$ cat src/rtl/mem_access_unit.sv
// mem_access_unit
//   Load/store controller between the multicycle core and a word-wide data
//   memory. Takes one byte/halfword/word request at a byte address. It then
//   issues word-addressed accesses. Loads return the selected lane, sign- or
//   zero-extended. Sub-word stores use read-modify-write because the memory
//   only writes whole words.
//
// Ports
//   clk, rst_n        clock, asynchronous active-low reset
//   i_req             request strobe, sampled only while o_ready=1
//   i_we              1 = store, 0 = load
//   i_size            00 byte, 01 halfword, 10 word, 11 illegal
//   i_unsigned        load extension: 1 = zero-extend, 0 = sign-extend
//   i_addr            byte address (ADDR_WIDTH+2 bits)
//   i_wdata           store data; the lane is taken from the low bits
//   o_ready           unit idle, a request can be accepted this cycle
//   o_done, o_err     one-cycle completion pulse; error qualifier
//   o_rdata           last load result, held until the next load completes
//   o_mem_wenable     registered memory write enable (high only in WRITE)
//   o_mem_address     registered memory word address
//   o_mem_wdata       registered memory write word
//   i_mem_rdata       memory read word, combinational from o_mem_address
module mem_access_unit #(
  parameter int ADDR_WIDTH = 8,
  parameter int DATA_WIDTH = 32
) (
  input  logic                  clk,
  input  logic                  rst_n,
  input  logic                  i_req,
  input  logic                  i_we,
  input  logic [1:0]            i_size,
  input  logic                  i_unsigned,
  input  logic [ADDR_WIDTH+1:0] i_addr,
  input  logic [DATA_WIDTH-1:0] i_wdata,
  output logic                  o_ready,
  output logic                  o_done,
  output logic                  o_err,
  output logic [DATA_WIDTH-1:0] o_rdata,
  output logic                  o_mem_wenable,
  output logic [ADDR_WIDTH-1:0] o_mem_address,
  output logic [DATA_WIDTH-1:0] o_mem_wdata,
  input  logic [DATA_WIDTH-1:0] i_mem_rdata
);

  typedef enum logic [1:0] {IDLE, READ, WRITE, DONE} state_t;

  state_t state, state_nxt;

  logic        we_p0;
  logic [1:0]  size_p0;
  logic        uns_p0;
  logic [1:0]  off_p0;
  logic [31:0] wdata_p0;
  logic        err_p0;

  logic        req_err;
  logic        word_store;

  // Extract the addressed lane of a memory word and extend it to 32 bits.
  function automatic logic [31:0] load_extend(input logic [31:0] word,
                                              input logic [1:0]  size,
                                              input logic [1:0]  off,
                                              input logic        uns);
    logic signed [7:0]  b;
    logic signed [15:0] h;
    logic [31:0]        r;
    b = word[{off, 3'b000} +: 8];
    h = off[1] ? word[31:16] : word[15:0];
    case (size)
      2'b00:   r = uns ? {24'h0, b} : {{24{b[7]}}, b};
      2'b01:   r = uns ? {16'h0, h} : {{16{h[15]}}, h};
      default: r = word;
    endcase
    return r;
  endfunction

  // Replace the addressed lane of a memory word with the low bits of wdata.
  function automatic logic [31:0] store_merge(input logic [31:0] word,
                                              input logic [31:0] wdata,
                                              input logic [1:0]  size,
                                              input logic [1:0]  off);
    logic [31:0] r;
    r = word;
    case (size)
      2'b00: r[{off, 3'b000} +: 8] = wdata[7:0];
      2'b01: begin
        if (off[1]) r[31:16] = wdata[15:0];
        else        r[15:0]  = wdata[15:0];
      end
      default: r = wdata;
    endcase
    return r;
  endfunction

  assign req_err = (i_size == 2'b11) ||
                   (i_size == 2'b01 && i_addr[0]) ||
                   (i_size == 2'b10 && i_addr[1:0] != 2'b00);
  assign word_store = i_we && (i_size == 2'b10);

  assign o_ready = (state == IDLE);
  assign o_done  = (state == DONE);
  assign o_err   = (state == DONE) && err_p0;

  always_ff @(posedge clk or negedge rst_n) begin
    if (!rst_n) state <= IDLE;
    else        state <= state_nxt;
  end

  always_comb begin
    state_nxt = state;
    case (state)
      IDLE: begin
        if (i_req) begin
          if (req_err)         state_nxt = DONE;
          else if (word_store) state_nxt = WRITE;
          else                 state_nxt = READ;
        end
      end
      READ:    state_nxt = we_p0 ? WRITE : DONE;
      WRITE:   state_nxt = DONE;
      DONE:    state_nxt = IDLE;
      default: state_nxt = IDLE;
    endcase
  end

  // Stage p0: request capture at accept; memory word sampled in READ
  always_ff @(posedge clk or negedge rst_n) begin
    if (!rst_n) begin
      we_p0         <= 1'b0;
      size_p0       <= 2'b00;
      uns_p0        <= 1'b0;
      off_p0        <= 2'b00;
      wdata_p0      <= '0;
      err_p0        <= 1'b0;
      o_rdata       <= '0;
      o_mem_wenable <= 1'b0;
      o_mem_address <= '0;
      o_mem_wdata   <= '0;
    end else begin
      case (state)
        IDLE: begin
          if (i_req) begin
            we_p0         <= i_we;
            size_p0       <= i_size;
            uns_p0        <= i_unsigned;
            off_p0        <= i_addr[1:0];
            wdata_p0      <= i_wdata;
            err_p0        <= req_err;
            o_mem_address <= i_addr[ADDR_WIDTH+1:2];
            // Aligned word stores skip the read and go straight to WRITE.
            if (!req_err && word_store) begin
              o_mem_wdata   <= i_wdata;
              o_mem_wenable <= 1'b1;
            end
          end
        end
        READ: begin
          if (we_p0) begin
            o_mem_wdata   <= store_merge(i_mem_rdata, wdata_p0, size_p0, off_p0);
            o_mem_wenable <= 1'b1;
          end else begin
            o_rdata <= load_extend(i_mem_rdata, size_p0, off_p0, uns_p0);
          end
        end
        WRITE:   o_mem_wenable <= 1'b0;
        default: ;
      endcase
    end
  end

endmodule

$ cat config.mk
export PLATFORM = sky130hd
export DESIGN_NAME = mem_access_unit
export DESIGN_NICKNAME = d
export VERILOG_FILES = /design/src/rtl/mem_access_unit.sv
export SDC_FILE = /design/constraint.sdc
export NUM_CORES = 1
export LEC_CHECK = 0
export ABC_AREA = 1
export CORE_ASPECT_RATIO = 0.75
export CORE_MARGIN = 4
export CORE_UTILIZATION = 28
export CTS_CLUSTER_SIZE = 20
export DETAILED_ROUTE_END_ITERATION = 12
export DONT_BUFFER_PORTS = 1
export HOLD_SLACK_MARGIN = 0.03
export SLEW_MARGIN = 20
export SYNTH_ARGS = -nofsm -noshare
export SYNTH_HDL_FRONTEND = slang
export SYNTH_SLANG_ARGS = --single-unit
$ cat constraint.sdc
create_clock -name clk -period 6.1 [get_ports clk]
set_clock_uncertainty 0.15 [all_clocks]
set_input_delay 0.915 -clock clk [delete_from_list [all_inputs] [get_ports clk]]
set_output_delay 0.915 -clock clk [all_outputs]
set_load 0.1 [all_outputs]
### Yosys cells after proc, flatten, opt, wreduce, memory -nomap -nowiden

Cells that the tools add are included.

* $add $sub $neg: 1
* multipliers: 0
* divide/modulo/power cells: 0
* order comparisons: 0
* eq/ne operators: 10
* shift operators: 3
* multiplexer cells: 21
* bitwise logic cells: 1
* reductions and logical operators: 17

Operators by type and width (count)
* one-hot mux 32 bit (2 select lines): 3
* two-way mux 32 bit: 5
* two-way mux 16 bit: 3
* bitwise mux 32 bit: 1
* variable shift 8 x 7 -> 32 bit, first input constant: 1
* variable part select 32 x 6 -> 8 bit: 1
* variable part select 8 x 7 -> 32 bit: 1
* == test 2 bit, second input constant: 4
* one-hot mux 2 bit (4 select lines): 1
* AND reduction 4 bit: 2
* negator 5 -> 7 bit: 1
* == test 2 x 1 -> 1 bit, second input constant: 3
* two-way mux 2 bit: 3
* logical AND 1 bit: 5
* logical NOT 2 bit: 2
* two-way mux 1 bit: 4
* inequality test 2 bit, second input constant: 2
* AND reduction 2 bit: 2
* nonzero test 2 bit: 2
* one-hot mux 1 bit (3 select lines): 1
* nonzero test 3 bit: 1
* logical OR 1 bit: 2
* inequality test 2 x 1 -> 1 bit, second input constant: 1
* logical NOT 1 bit: 1
* NOT 1 bit: 1

* register bits: 114
* latch bits: 0
* memory bits (writable): 0
* memory bits (read-only): 0
* input port bits: 81
* output and inout port bits: 76
* word-level logic and storage cells: 64
* memories: 0

### Longest topological paths before layout

Gate-level depths: netlist of run 1.

* word-level depth: 9
* mapped depth: 13
* mapped depth without buffers: 11

### Worst setup path before layout of run 1

No wires, ideal clock.

* path kind: flip-flop to output port
* start: reg state[0]
* end: out o_err
* arrival: 1.935 ns
* data required time: 5.035 ns
* path slack: 3.100 ns
* cell stages (with the launch flop): 4
* buffers on the path: 0
* cell sequence: dfrtp_1 -> ha_1 -> nand2_1 -> inv_1

* longest elaborated chain between the ends: 2

Ends and longest elaborated chain
* start: declaration: RTL line 47 `state_t state, state_nxt;`
* start signal: assignment: RTL line 106 `else state <= state_nxt;`
* == test 2 bit
* via o_done: RTL line 36 `output logic o_done,`
* logical AND 1 bit: RTL line 102 `assign o_err = (state == DONE) && err_p0;`
* end: declaration: RTL line 37 `output logic o_err,`

The timed path passes the listed nets, and every way through them passes these cells.

### Worst setup path after layout of run 1

Ends and elaborated chain as after synthesis.

==> summary.txt, run 1 <==
Run status
  • Status: complete, no violations

Setup path
  • CP required: 5030 ps
  • Arrival @ worst endpoint: 2530 ps
  • R2R setup slack: 2830 ps
  • CP endpoint kind: output pin
  • WS Path Type: reg2out
  • Critical path peak fanout: 4
  • Startpoint types: flip-flop

Synthesis
  • Post-synth EDFFs: 0
  • Post-synthesis sequential area ratio: 41.74%
  • Area leader, netlist: dfrtp_1
  • Post-synthesis cell type count: 33
  • Dominant synthesized flop cell: dfrtp_1
  • Area share of fa/ha/maj cells after synthesis: 1.648%
  • Synth Area in Compound Gates: 12.60%
  • Count leader, synth: nand2_1
  • Simple-gate share of the synthesized area: 36.12%
  • Share of the synthesized area in the top cell type: 41.74%
  • Mux contribution to synthesized area: 0%
  • Mapped Nets: 1,103
  • Largest family of logic cells by synthesized area: simple AND/OR/NAND/NOR gates
  • Mapped Area: 0.006834 mm2
  • Post-Synth XOR/XNOR Area: 0%
  • Largest cells by area after synthesis: dfrtp_1, nand2_1, o21ai_0
  • Synthesized instance count: 1,013
  • Synth top cells by count: nand2_1, dfrtp_1, nor2_1, o21ai_0, inv_1
  • Syn Area/Cell: 6.746 um2
  • Seq cells post-synth: 114
  • Async set-or-reset flop fraction in the synthesized netlist: 100.0%
  • Yosys warnings: 0

Timing
  • Unrepaired setup endpoints after global routing: false
  • Final setup fails: 0
  • Tmin final: 3599 ps
  • Final Max Tran Viols: 0
  • Total negative slack: 0 ps
  • Worst-Margin Slew: 1131 ps
  • Fin crit share: 59.01%
  • Fmax: 277.8 MHz
  • Worst slew margin: 24.63%
  • Fin. Hold Viols: 0

Layout
  • Layout Area Growth over Synthesis: 11.96%
  • Fin nets: 1,079
  • Layout cell share with drive strength beyond 1: 7.186%
  • Diode count: 0
  • Fin area: 0.007651 mm2

Flow run
  • Max-capacitance violation count: 0

Drt
  • Post-route ant nets: 0
  • Routed via count: 6,430
  • Post-DR wirelength/cell: 17.74 um
  • DRC: 0
  • Final wirelength: 23.65 mm
  • Initial DRT Pass Iterations: 5
  • Vias/cell: 4.824
  • Starting DRT DRC Count: 463

Floorplan
  • Core box area: 0.02397 mm2
  • Die X: 188.4 um
  • # rows: 49
  • Initial core utilization: 28.51%
  • I/O pin total: 157
  • DIE AREA: 0.02700 mm2
  • Die Height: 143.3 um

Clock network
  • TritonCTS Buffers: 17
  • CTS tree: yes
  • Later-pin clock latency in the skew report: 430 ps
  • CTS H-tree depth: 4
  • CTS-repair resized insts: 0
  • Clock slew at the register clock pins of the worst setup and hold paths: 60 ps
  • Root buf cell: clkbuf_16
  • Post-CTS Setup Bufs: 0
  • TritonCTS Sinks: 114
  • Longest Clk Path Bufs: 2
  • CTS Hold Bufs: 1

Min path
  • HP Class: in2async

Placement
  • Port Buf Inserts: 0
  • Dpl hpwl: 17.20 mm
  • Placed Area: 0.007027 mm2
  • Placer Congestion: 0.9200

Global route
  • Remaining Overflow, GRT: 0
  • GRT Overall Usage: 17.76%
  • Vias in the first global route: 6,071
  • Largest net degree at the start of global routing: 115
  • Initial antenna violation count: 0
  • First-pass GRT wire length: 37.02 mm
-- critical path, stage by stage (launching register included) --
cell     delay [ps]
dfrtp_1         410
ha_1            930
nand2_1         100
inv_1           650
-- flip-flops by register name, summed over array words and instances (netlist names), 2 cells and up --
| signal | cells |
|---|---|
| o_mem_wdata | 32 |
| state | 2 |
| size_p0 | 2 |
| off_p0 | 2 |
| o_rdata | 32 |
| wdata_p0 | 32 |
| o_mem_address | 8 |
-- metrics by stage --
stage	util, %	hold slack [ps]	cells	setup slack [ps]
global placement	29.31	312.7	1300	2856
global route	31.92	325.5	1333	2386
CTS	31.92	324.2	1333	2501
detailed placement	29.31	319.1	1300	2789
finish	31.92	292.3	1333	2501
floorplan	-	298.7	1013	3100
-- area by class of cell --
cell class,count,area (um2)
Fill cell,2596,16320
Multi-Input combinational cell,781,3445
Sequential cell,114,2854
Clock buffer,17,425.4
Tap cell,331,414.1
Inverter,67,261.5
Clock inverter,15,171.4
Timing Repair Buffer,8,80.08
-- placed cells by master, fill, tap and decap left out, drive strengths merged, types with 2 or more instances in the layout --
cell     synthesis  final
clkbuf          19     17
or2              2      2
nor2            85     85
nand3           38     38
o2111ai          8      8
o21ai           79     79
dfrtp          114    114
clkinv           2      7
a21oi           67     67
bufinv           0      2
ha               9      9
inv             65     72
buf             32      8
nand2          481    481
nand4            8      8
-- kinds of logic (layout without fill, tap and decap cells) --
kind of cell / after synthesis / in the layout
and+or+nand+nor: 615 / 615
AOI/OAI and AO/OA: 157 / 157
buffers and inverters: 118 / 107
DFF: 114 / 114
adders and majority gates: 9 / 9
-- final timing paths --
check	start	to	cells past startpoint
hold reg to reg	wdata_p0[29]	wdata_p0[29]	2
max in group asynchronous	rst_n	size_p0[1]	1
setup / recovery	state[0]	o_err	3
setup reg to reg	state[0]	state[1]	8
hold / removal	rst_n	wdata_p0[16]	1
min in group clk	wdata_p0[29]	wdata_p0[29]	2
-- per-layer routing --
layer / global-route usage [%] / part of all wire [%] / vias up
li1: - / - / 3149
met1: 24.98 / 46 / 2964
met2: 24.22 / 40 / 291
met3: 8.912 / 13 / 26
met4: 4.293 / 1.5 / 0
met5: 0 / 0 / -
Power of run 1 is left out: the tool's default activity adds up to more than one toggle a clock period on the data nets, which glitch-free logic cannot reach.
==> run 2: changes to the inputs <==
clock period = 2.9 ns   (was 6.1 ns; I/O delays follow)
==> summary.txt, run 2 (same netlist as run 1, synthesis figures left out) <==
Run status
  • Status: finished with violations
  • Violated checks: negative hold slack

Clock network
  • CTS tree: yes
  • TritonCTS Sinks: 114
  • Longest Clk Path Bufs: 2
  • CTS Hold Bufs: 28
  • Clock slew at the register clock pins of the worst setup and hold paths: 60 ps
  • TritonCTS Buffers: 17
  • Later-pin clock latency in the skew report: 420 ps
  • CTS H-tree depth: 4
  • Post-CTS Setup Bufs: 0
  • Root buf cell: clkbuf_16

Layout
  • Fin nets: 1,115
  • Final Non-Filler Cells: 1,371
  • Layout cell share with drive strength beyond 1: 7.611%
  • Largest regs: o_mem_wdata x32, o_rdata x32, wdata_p0 x32
  • Fillers: 2,580
  • Commonest non-fill, non-tap cells in the layout: nand2_1, dfrtp_1, nor2_1, o21ai_0, inv_1
  • Layout Area Growth over Synthesis: 17.05%
  • Commonest non-fill, non-tap cell in the layout: nand2_1

Timing
  • Final WS setup: 316.1 ps
  • Final Max Tran Viols: 0
  • Fmax: 387.0 MHz
  • Fin. Hold Viols: 114
  • Fin crit share: 89.10%
  • Hold Slack: -445.2 ps
  • Total negative slack: 0 ps
  • Final setup fails: 0
  • Unrepaired setup endpoints after global routing: false
  • Tmin final: 2584 ps
  • Worst-Margin Slew: 1021 ps
  • Worst slew margin: 31.93%

Floorplan
  • Core box area: 0.02397 mm2
  • # rows: 49
  • Initial core utilization: 28.51%
  • Die X: 188.4 um
  • I/O pin total: 157
  • Die Height: 143.3 um
  • DIE AREA: 0.02700 mm2

Setup path
  • R2R depth: 10
  • Arrival @ worst endpoint: 2800 ps
  • WS Path Type: reg2reg
  • Critical path peak fanout: 14
  • R2R setup slack: 320 ps
  • Crit-path max cell delay: 560 ps
  • Slowest cell on the critical path: dfrtp_1
  • CP endpoint kind: flip-flop
  • Top cell by count, worst path: nand2_1
  • RR Endpoint: o_mem_wdata[8]
  • Startpoint types: flip-flop
  • Crit path cell chain: inv_1, ha_1, nand2_1, nor2_1, nand2_1, o21ai_0, nor2_1, nor2_1, nand2_1, nand2_1
  • R2r startpoint: off_p0[0]
  • CP required: 3120 ps

Drt
  • Starting DRT DRC Count: 721
  • DRC: 0
  • Post-DR wirelength/cell: 18.10 um
  • Final wirelength: 24.82 mm
  • Initial DRT Pass Iterations: 7
  • Post-route ant nets: 0
  • Vias/cell: 4.903
  • Routed via count: 6,722

Global route
  • GRT Overall Usage: 18.59%
  • Vias in the first global route: 6,251
  • Initial antenna violation count: 1
  • Largest net degree at the start of global routing: 115
  • Remaining Overflow, GRT: 0
  • First-pass GRT wire length: 38.77 mm

Flow run
  • Max-capacitance violation count: 0

Placement
  • Dpl hpwl: 17.55 mm
  • Placer Congestion: 0.9165
  • DP Worst Slack: 383.4 ps
  • Placed Cells: 1,309
  • Port Buf Inserts: 0

Min path
  • HP Class: in2async
-- run 2: cell count changes in the layout (fill, tap and decap cells not counted) --
cell / before / now
clkinv_4: 4 / 6
clkbuf_1: 0 / 1
diode_2: 0 / 2
inv_8: 2 / 1
buf_16: 1 / 0
dlygate4sd3_1: 0 / 28
clkinv_2: 1 / 0
bufinv_16: 2 / 3
clkbuf_8: 0 / 1
inv_6: 6 / 3
buf_4: 7 / 16
-- run 2: critical path: cells and delay by family, from the launching register on --
| kind | cells | cell delay (ps) |
|---|---|---|
| flip-flops | 1 | 560 |
| buffers and inverters | 1 | 260 |
| adder cells (fa/ha/maj) | 1 | 390 |
| AND/OR/NAND/NOR | 7 | 990 |
| AO/OA/AOI/OAI | 1 | 170 |
-- run 2: metrics by stage --
step	area [um2]	utilization, %	hold WS [ps]
3_3_place_gp	7094	29.59	-7.490
3_5_place_dp	7094	29.59	-7.784
6_report	7999	33.37	-445.2
5_1_grt	7996	33.36	-470.2
4_1_cts	7994	33.35	-465.9
2_1_floorplan	6834	-	-10.59
-- run 2: final cells by class --
type                            count  area [um2]  area share (%)
Clock inverter                     13       176.4           2.206
Sequential cell                   114        2854           35.68
Inverter                           67       261.5           3.269
Multi-Input combinational cell    781        3445           43.06
Timing Repair Buffer               44       400.4           5.005
Tap cell                          331       414.1           5.178
Antenna cell                        2       5.005         0.06257
Clock buffer                       19       442.9           5.537
-- run 2: layer usage --
layer,up-vias,share of wire (%),track usage (%)
met5,-,0,0
met4,0,0.86,3.526
met3,12,12,8.086
met2,325,41,26.14
met1,3165,46,26.69
li1,3220,-,-
-- run 2: worst max-delay path by stage --
stage | startpoint | to | slack [ps] | depth (start not counted)
5_1_grt | off_p0[0] | o_mem_wdata[8] | 80 | 10
6_report | off_p0[0] | o_mem_wdata[8] | 320 | 10
3_3_place_gp | off_p0[0] | o_mem_wdata[29] | 420 | 9
2_1_floorplan | state[0] | o_err | 380 | 3
3_5_place_dp | off_p0[0] | o_mem_wdata[8] | 380 | 10
4_1_cts | off_p0[0] | o_mem_wdata[8] | 370 | 10
-- run 2: what timing repair did --
action	4_1_cts	5_1_grt
gates resized for setup	0	0
setup endpoints to repair	0	0
endpoints found under the hold margin	142	114
Power of run 2 is left out for the same reason.
==> patch, RTL diff (config.mk and constraints of run 2) <==
Make the reset (`rst_n`) synchronous in 2 clocked blocks. Comments in the files are not updated.
--- a/src/rtl/mem_access_unit.sv
+++ b/src/rtl/mem_access_unit.sv
@@ -102,5 +102,5 @@
   assign o_err   = (state == DONE) && err_p0;
 
-  always_ff @(posedge clk or negedge rst_n) begin
+  always_ff @(posedge clk) begin
     if (!rst_n) state <= IDLE;
     else        state <= state_nxt;
@@ -125,5 +125,5 @@
 
   // Stage p0: request capture at accept; memory word sampled in READ
-  always_ff @(posedge clk or negedge rst_n) begin
+  always_ff @(posedge clk) begin
     if (!rst_n) begin
       we_p0         <= 1'b0;
Check against the original RTL: differs if rst_n is asserted again (counterexample within 4 cycles, from zero or initial values and one cycle with rst_n low); with rst_n held inactive, the same outputs for 4 cycles.
==> patch against run 2 <==
Die area down 0.14%; wire length increased by 4.4%; hold slack improved by 0.49 ns; synthesized cell count rose by 9.9%; final area grew 1.4%; largest cell class unchanged; setup slack improved by 0.25 ns; highest routed layer unchanged; count of clock-buffer cells in the layout rose by 2; first-iteration DRC count increased by 3.3%; sequential cell count unchanged; area after synthesis decreased by 0.15%.
==> patch: results (changes against run 2) <==
FILL cells: 2,640 (was 2,580)
nets@finish: 1,221 (was 1,115)
run status: finished, final reports clean (was finished, violations left)
vias in the first global route: 6,378 (was 6,251)
worst hold-check path type: input pin to register (was input pin to asynchronous set/reset pin)
Async S/R FF share, synth: 0% (was 100%)
ratio of cells with drive above 1 in the final layout: 10.1% (was 7.61%)
largest registers: o_mem_wdata x32, o_rdata x32, wdata_p0 x32 (unchanged)
portion of synthesized cell area occupied by the leading cell type: 33.4% (was 41.7%)
violation count after the first detailed-route iteration: 745 (was 721)
worst max-slew margin expressed relative to the limit: 30.7% (was 31.9%)
number of buffers inserted during clock tree synthesis: 17 (unchanged)
Max Fanout on Critical Path: 36 (was 14)
per-instance average area after synthesis: 6.13 um^2 (was 6.75 um^2)
Slowest cell on crit path: sky130_fd_sc_hd__nand3_2 (was sky130_fd_sc_hd__dfrtp_1)
ANT cells: 0 (was 2)
post-synthesis compound-gate area fraction: 19.9% (was 12.6%)
worst slack, placed: 0.631 ns (was 0.383 ns)
share of synthesized area occupied by flip-flops and latches: 33.4% (was 41.7%)
detailed-route vias per instance: 4.83 (was 4.90)
Global Route Usage Sum: 18.9% (was 18.6%)
sum of routed wire length over all layers: 25,900 um (was 24,800 um)
largest net degree at the start of global routing: 92 (was 115)
post-synthesis share of cell area spent on full adders, half adders and majority gates: 1.65% (about the same)
most numerous cell types in the synthesized netlist: sky130_fd_sc_hd__nand2_1, sky130_fd_sc_hd__nor2_1, sky130_fd_sc_hd__dfxtp_1 (was sky130_fd_sc_hd__nand2_1, sky130_fd_sc_hd__dfrtp_1, sky130_fd_sc_hd__nor2_1)
XOR/XNOR Fraction of Synth Area: 0% (unchanged)
placed instance area: 7190 um^2 (was 7090 um^2)
Hold Buf Count CTS: 29 (was 28)
H-tree lvl count: 4 (unchanged)
average routed wire per standard cell: 17.6 um (was 18.1 um)
placed cells: 1,414 (was 1,309)
wire length of the first global-routing pass: 39,400 um (was 38,800 um)
routability-driven placement congestion ratio: 0.920 (was 0.917)
arrival time of the worst setup path: 2.49 ns (was 2.80 ns)
Detailed Routing Iterations Pass 1: 5 (was 7)
hpwl dp: 18,500 um (was 17,600 um)
slowest cell delay on critical path: 0.41 ns (was 0.56 ns)
latest clock arrival within the worst-skew pair: 0.42 ns (about the same)
ranking of synthesized cells by area: sky130_fd_sc_hd__dfxtp_1, sky130_fd_sc_hd__nand2_1, sky130_fd_sc_hd__o21ai_0 (was sky130_fd_sc_hd__dfrtp_1, sky130_fd_sc_hd__nand2_1, sky130_fd_sc_hd__o21ai_0)
-- patch: cell count changes after synthesis, sizes merged, moves of 4 or more --
cell | before | now
dfrtp | 114 | 0
dfxtp | 0 | 114
nand2 | 481 | 373
nor2 | 85 | 133
inv | 65 | 111
a21oi | 67 | 104
o21ai | 79 | 112
nand3 | 38 | 23
or2 | 2 | 17
o22ai | 0 | 12
buf | 32 | 42
clkbuf | 19 | 27
o211ai | 1 | 8
nand4 | 8 | 12
-- patch: worst paths after layout --
check	from	to	slack, ns	cells past startpoint
setup / recovery	state[0]	o_mem_wdata[4]	0.57	9
hold / removal	i_addr[4]	o_mem_address[2]	0.05	2
setup reg to reg	state[0]	o_mem_wdata[4]	0.57	9
hold reg to reg	err_p0	err_p0	0.32	2
-- patch: metal layers --
| metal | share of wire [%] | wire length (um) | GRT usage, % |
|---|---|---|---|
| met5 | 0 | 0 | 0 |
| met4 | 1.2 | 316 | 4.90 |
| met3 | 9.7 | 2510 | 5.91 |
| met2 | 42 | 11000 | 27.7 |
| met1 | 47 | 12100 | 27.0 |
-- patch: final cells by class --
cell class,instances,area (um^2),share of cell area [%]
clock inverters,11,151,1.87
multi-input cells,816,3740,46.2
inverters,114,430,5.31
flip-flops and latches,114,2280,28.2
clock buffers,21,460,5.68
well taps,331,414,5.11
repair buffers,68,626,7.71
-- patch: worst max-delay path: cells and delay by family (launching register included) --
kind	cells	cell delay, ns
adder cells (fa/ha/maj)	1	0.26
AND/OR/NAND/NOR	3	0.55
flip-flops	1	0.38
AO/OA/AOI/OAI	2	0.31
buffers and inverters	3	0.55
-- patch: cells by family after synthesis --
group | Yosys count
adder cells (fa/ha/maj) | 9
AO/OA/AOI/OAI | 247
flip-flops | 114
AND/OR/NAND/NOR | 560
buffers and inverters | 183
